`config.mk`:
```
export PLATFORM = sky130hd
export DESIGN_NAME = fma16_sched
export DESIGN_NICKNAME = d
export VERILOG_FILES = /design/src/rtl/fma16_sched.sv
export SDC_FILE = /design/constraint.sdc
export NUM_CORES = 1
export LEC_CHECK = 0
export ABC_AREA = 1
export ABC_CLOCK_PERIOD_IN_PS = 5290
export CORE_AREA = 2 2 158 160
export DETAILED_ROUTE_END_ITERATION = 6
export DIE_AREA = 0 0 160 162
export HOLD_SLACK_MARGIN = 0.12
export SLEW_MARGIN = 25
export SYNTH_ARGS = -nofsm -noshare
export SYNTH_HDL_FRONTEND = slang
export SYNTH_SLANG_ARGS = --single-unit
export TNS_END_PERCENT = 5
```
`constraint.sdc`:
```
create_clock -name clk -period 5.29 [get_ports clk]
set_input_delay 1.058 -clock clk [delete_from_list [all_inputs] [get_ports clk]]
set_output_delay 1.058 -clock clk [all_outputs]
set_load 0.02 [all_outputs]
```
`src/rtl/fma16_sched.sv`:
```
// fma16_sched: round-robin scheduler that shares one fma16 datapath between NREQ requesters.
// Issue is credit-limited against a tagged in-order response FIFO. Optional stats: FMA16_SCHED_STATS_EN.
module fma16_sched #(
  parameter int NREQ   = 4,
  parameter int LAT    = 2,
  parameter int RDEPTH = LAT + 2
) (
  input  logic                 clk,
  input  logic                 reset_n,
  input  logic [NREQ-1:0]      req_valid,
  output logic [NREQ-1:0]      req_ready,
  input  logic [16*NREQ-1:0]   req_x,
  input  logic [16*NREQ-1:0]   req_y,
  input  logic [16*NREQ-1:0]   req_z,
  input  logic [6*NREQ-1:0]    req_ctl,
  output logic                 fma_issue,
  output logic [15:0]          fma_x,
  output logic [15:0]          fma_y,
  output logic [15:0]          fma_z,
  output logic [5:0]           fma_ctl,
  input  logic [15:0]          fma_result,
  input  logic [3:0]           fma_flags,
  output logic [NREQ-1:0]      rsp_valid,
  input  logic [NREQ-1:0]      rsp_ready,
  output logic [15:0]          rsp_result,
  output logic [3:0]           rsp_flags,
  output logic                 busy
`ifdef FMA16_SCHED_STATS_EN
  ,
  output logic [16*NREQ-1:0]   grant_cnt,
  output logic [15:0]          stall_cnt
`endif
);

  localparam int TAGW = $clog2(NREQ);
  localparam int PW   = (RDEPTH > 1) ? $clog2(RDEPTH) : 1;
  localparam int CW   = $clog2(RDEPTH + 1);
  localparam int EW   = TAGW + 20;
  localparam logic [CW:0] DEPTH_C = (CW+1)'(RDEPTH);

  logic [15:0] x_arr [NREQ];
  logic [15:0] y_arr [NREQ];
  logic [15:0] z_arr [NREQ];
  logic [5:0]  c_arr [NREQ];

  for (genvar i = 0; i < NREQ; i++) begin : g_slice
    assign x_arr[i] = req_x[16*i +: 16];
    assign y_arr[i] = req_y[16*i +: 16];
    assign z_arr[i] = req_z[16*i +: 16];
    assign c_arr[i] = req_ctl[6*i +: 6];
  end

  logic [TAGW-1:0]            rr_q, rr_d;
  logic [LAT-1:0]             vld_q, vld_d;
  logic [LAT-1:0][TAGW-1:0]   tag_q, tag_d;
  logic [LAT:0]               vld_cat;
  logic [LAT:0][TAGW-1:0]     tag_cat;
  logic [EW-1:0]              mem_q [RDEPTH];
  logic [PW-1:0]              wptr_q, wptr_d, rptr_q, rptr_d;
  logic [CW-1:0]              cnt_q, cnt_d;

  logic [CW:0]     occ;
  logic            credit_ok, issue_ok;
  logic            gnt_vld;
  logic [TAGW-1:0] gnt_idx, cand;
  logic            wr_en, pop, nonempty;
  logic [EW-1:0]   wr_data, head;
  logic [TAGW-1:0] head_tag;

  // Occupancy counts queued results plus every valid pipe stage; a same-cycle pop is not credited.
  assign occ       = {1'b0, cnt_q} + (CW+1)'($countones(vld_q));
  assign credit_ok = occ < DEPTH_C;
  assign issue_ok  = credit_ok & reset_n;

  always_comb begin
    gnt_vld = 1'b0;
    gnt_idx = rr_q;
    cand    = rr_q;
    for (int unsigned i = 0; i < NREQ; i++) begin
      cand = TAGW'((32'(rr_q) + i) % NREQ);
      if (!gnt_vld && req_valid[cand]) begin
        gnt_vld = 1'b1;
        gnt_idx = cand;
      end
    end
    gnt_vld = gnt_vld & issue_ok;
  end

  assign req_ready = gnt_vld ? (NREQ'(1) << gnt_idx) : '0;
  assign fma_issue = gnt_vld;
  assign fma_x     = gnt_vld ? x_arr[gnt_idx] : '0;
  assign fma_y     = gnt_vld ? y_arr[gnt_idx] : '0;
  assign fma_z     = gnt_vld ? z_arr[gnt_idx] : '0;
  assign fma_ctl   = gnt_vld ? c_arr[gnt_idx] : '0;

  always_comb begin
    rr_d = rr_q;
    if (gnt_vld) rr_d = (gnt_idx == TAGW'(NREQ - 1)) ? '0 : gnt_idx + 1'b1;
  end

  // Concatenating the new stage below the old ones keeps the shift valid for LAT=1.
  assign vld_cat = {vld_q, fma_issue};
  assign tag_cat = {tag_q, gnt_idx};
  assign vld_d   = vld_cat[LAT-1:0];
  assign tag_d   = tag_cat[LAT-1:0];

  assign wr_en    = vld_q[LAT-1];
  assign wr_data  = {tag_q[LAT-1], fma_result, fma_flags};
  assign head     = mem_q[rptr_q];
  assign head_tag = head[EW-1:20];
  assign nonempty = (cnt_q != '0);
  assign pop      = nonempty & rsp_ready[head_tag];

  assign rsp_valid  = nonempty ? (NREQ'(1) << head_tag) : '0;
  assign rsp_result = head[19:4];
  assign rsp_flags  = head[3:0];
  assign busy       = (|vld_q) | nonempty;

  function automatic logic [PW-1:0] ptr_inc(input logic [PW-1:0] p);
    return (p == PW'(RDEPTH - 1)) ? '0 : p + 1'b1;
  endfunction

  always_comb begin
    wptr_d = wr_en ? ptr_inc(wptr_q) : wptr_q;
    rptr_d = pop ? ptr_inc(rptr_q) : rptr_q;
    cnt_d  = cnt_q + CW'(wr_en) - CW'(pop);
  end

  always_ff @(posedge clk or negedge reset_n) begin
    if (!reset_n) begin
      rr_q   <= '0;
      vld_q  <= '0;
      tag_q  <= '0;
      wptr_q <= '0;
      rptr_q <= '0;
      cnt_q  <= '0;
    end else begin
      rr_q   <= rr_d;
      vld_q  <= vld_d;
      tag_q  <= tag_d;
      wptr_q <= wptr_d;
      rptr_q <= rptr_d;
      cnt_q  <= cnt_d;
    end
  end

  always_ff @(posedge clk) begin
    if (wr_en) mem_q[wptr_q] <= wr_data;
  end

`ifdef FMA16_SCHED_STATS_EN
  logic [NREQ-1:0][15:0] gcnt_q;
  logic [15:0]           stall_q;

  always_ff @(posedge clk or negedge reset_n) begin
    if (!reset_n) begin
      gcnt_q  <= '0;
      stall_q <= '0;
    end else begin
      if (gnt_vld && (gcnt_q[gnt_idx] != '1)) gcnt_q[gnt_idx] <= gcnt_q[gnt_idx] + 16'd1;
      if ((|req_valid) && !credit_ok && (stall_q != '1)) stall_q <= stall_q + 16'd1;
    end
  end

  assign grant_cnt = gcnt_q;
  assign stall_cnt = stall_q;
`endif

endmodule

```
==> results.json <==
{
  "crit_path_start": "req_valid[3]",
  "min_period_ns": 4.97,
  "start_util_pct": 29.8,
  "worst_slack_ns": 0.316,
  "dpl_worst_slack_ns": 0.234,
  "setup_tns_ns": 0,
  "via_per_inst": 4.51,
  "cp.arrival_ns": 3.92,
  "wl_per_cell_um": 15.6,
  "critPathKind": "primary input to output pin",
  "clkSinkCount": 103,
  "die_h_um": 162,
  "layout_commonest_cell": "nand2_1",
  "rows": 57,
  "synth_fp_nets": 1278,
  "timing.rr.start": "rptr_q[1]",
  "clock_latency_ns": 0.34,
  "port_buffers": 329,
  "drt-total-wl_um": 25800,
  "powerDensity_nw_per_um2": 674,
  "ant_nets": 0,
  "slew_viol_final": 0,
  "syn_inst": 1018,
  "clockRootBuffer": "clkbuf_16",
  "setup_viol": 0,
  "fillCellCount": 2469,
  "die_w_um": 160,
  "end_kind": "output pin",
  "grtUsageTotal_pct": 19.1,
  "layout_common_cells": "nand2_1 (383), clkdlybuf4s50_1 (328), nor2_1 (159)",
  "place_area_um2": 10800,
  "first_global_vias": 7139,
  "dp_hpwl_um": 19200,
  "skew_ns": 0.00815,
  "cts_tree": "built",
  "setup.worst_path.start_class": "primary input",
  "leakage_uw": 0.00492,
  "core_region_area_um2": 24100,
  "max-cap-violations": 0,
  "vias": 7445,
  "worstPathRequired_ns": 4.23,
  "hold_path_class": "flop to flop",
  "slew_headroom_pct": 33.3,
  "fmax_mhz": 201,
  "synth_top_cell_by_area": "edfxtp_1",
  "cts_buffers": 9,
  "top_level_ports": 330,
  "grt_max_degree": 60,
  "multi_input_area_um2": 3490,
  "synth_cell_type_count": 31,
  "drive_gt1_share_pct": 5.06,
  "antenna_found_initial": 2,
  "power_uw": 7530,
  "htree_num_levels": 3,
  "grt-ovfl-total": 0,
  "worstHoldPathCells": 0,
  "ir_worst_vdd_mv": 0.344,
  "path_max_fanout": 14,
  "dieArea_um2": 25900,
  "gp_congestion": 0.860,
  "drt_iter0_markers": 452,
  "netlist_area_um2": 7180,
  "dr.pass1.iters": 7,
  "regArea_um2": 3020,
  "drc_errors": 0,
  "final_cell_area_um2": 11200,
  "synth_seq_cells": 103,
  "outcome": "finished, final reports clean",
  "clock_path_buffers": 2,
  "finalCritPeriodShare_pct": 94.0,
  "final_nets": 1578,
  "area_delta_synth_final_pct": 55.5,
  "yosysSeqAreaShare_pct": 42.0,
  "min-delay-start": "tag_cat[3]",
  "path_clk_slew_ns": 0.07,
  "ys_top_cells_by_area": "edfxtp_1 (37%), nand2_1 (20%), nor2_1 (8.3%)",
  "syn_avg_cell_area_um2": 7.06,
  "hold_viol": 0,
  "r2r_cells": 17,
  "worst_pin_slew_ns": 0.999,
  "yosysWarnings": 0,
  "rsz0062_at_grt": "no",
  "grt_pass1_wl_um": 38900,
  "yosysTopAreaCellShare_pct": 36.8
}
## metrics by stage
step | hold WS [ns] | std cells | utilization (%)
2_1_floorplan | 0.331 | 1018 | -
3_3_place_gp | 0.334 | 1626 | 44.9
3_5_place_dp | 0.336 | 1626 | 44.9
4_1_cts | 0.352 | 1642 | 46.2
5_1_grt | 0.373 | 1648 | 46.3
6_report | 0.351 | 1649 | 46.3
## worst paths after layout
kind	slack, ns	endpoint
max	0.32	fma_y[1]
max in group asynchronous	4.02	wptr_q[1]
min in group asynchronous	1.10	cnt_q[1]
max reg2reg	2.30	cnt_q[2]
min reg2reg	0.35	tag_cat[5]
min	0.35	tag_cat[5]
## registers in the layout, indices dropped and copies added (netlist names)
name,count
vld_q,2
mem_q,88
tag_cat,4
rr_q,2
rptr_q,2
wptr_q,2
cnt_q,3
## area by class of cell
class	count	area share, %
repair buffers	358	32.5
well taps	324	3.63
inverters	81	2.77
diodes	2	0.0448
multi-input cells	765	31.2
clock inverters	5	0.549
flip-flops and latches	103	27.0
clock buffers	11	2.26
## worst max-delay path, stage by stage
cell	delay (ns)
clkdlybuf4s50_1	0.43
nand2_1	0.10
nand2_1	0.08
nand2_1	0.06
nand2_1	0.10
nor2_4	0.16
nand4_1	0.32
nand2_4	0.32
buf_4	0.16
buf_4	0.18
nand2_1	0.07
nand2_1	0.06
nor2_1	0.05
nor2_1	0.11
clkdlybuf4s50_1	0.65
## per-layer routing
metal | global-route usage, % | part of all wire [%] | vias up
met3 | 4.65 | 7.6 | 34
met1 | 22.4 | 40 | 3296
met2 | 34.1 | 50 | 272
li1 | - | - | 3843
met5 | 0 | 0 | -
met4 | 6.47 | 3.0 | 0
## synth_stat cells, drive strengths merged
cell type,count
nand2,390
nor2,160
edfxtp,88
inv,81
nand3,64
nand3b,54
o21ai,49
buf,39
clkbuf,30
o22ai,20
dfrtp,15
ha,13
nor3,5
or2,3
a21oi,2
a21o,1
a32oi,1
fa,1
nand4,1
xor2,1
## repair_timing
| action | CTS | global route |
|---|---|---|
| hold buffers | 0 | 0 |
| resized for setup | 0 | 0 |
| endpoints found under the setup margin | 0 | 1 |
| setup buffers | 0 | 5 |
## power breakdown
group          total, uW  switching, uW  leakage, uW  internal, uW
Sequential          1140           87.7     0.000980          1060
Clock                674            278     0.000157           397
Combinational       5710           3450      0.00379          2260
## logic make-up (layout without fill, tap and decap cells)
logic type	after synthesis	count (layout)	share of synthesized area, %
xor gates and xnor gates	1	1	0.122
AOI/OAI and AO/OA	73	73	5.63
adders and majority gates	14	14	2.54
other	0	2	0
buffers and inverters	150	455	9.61
DFF	103	103	42.0
and+or+nand+nor	677	677	40.1
No activity file was read; power rests on OpenSTA's default activity.
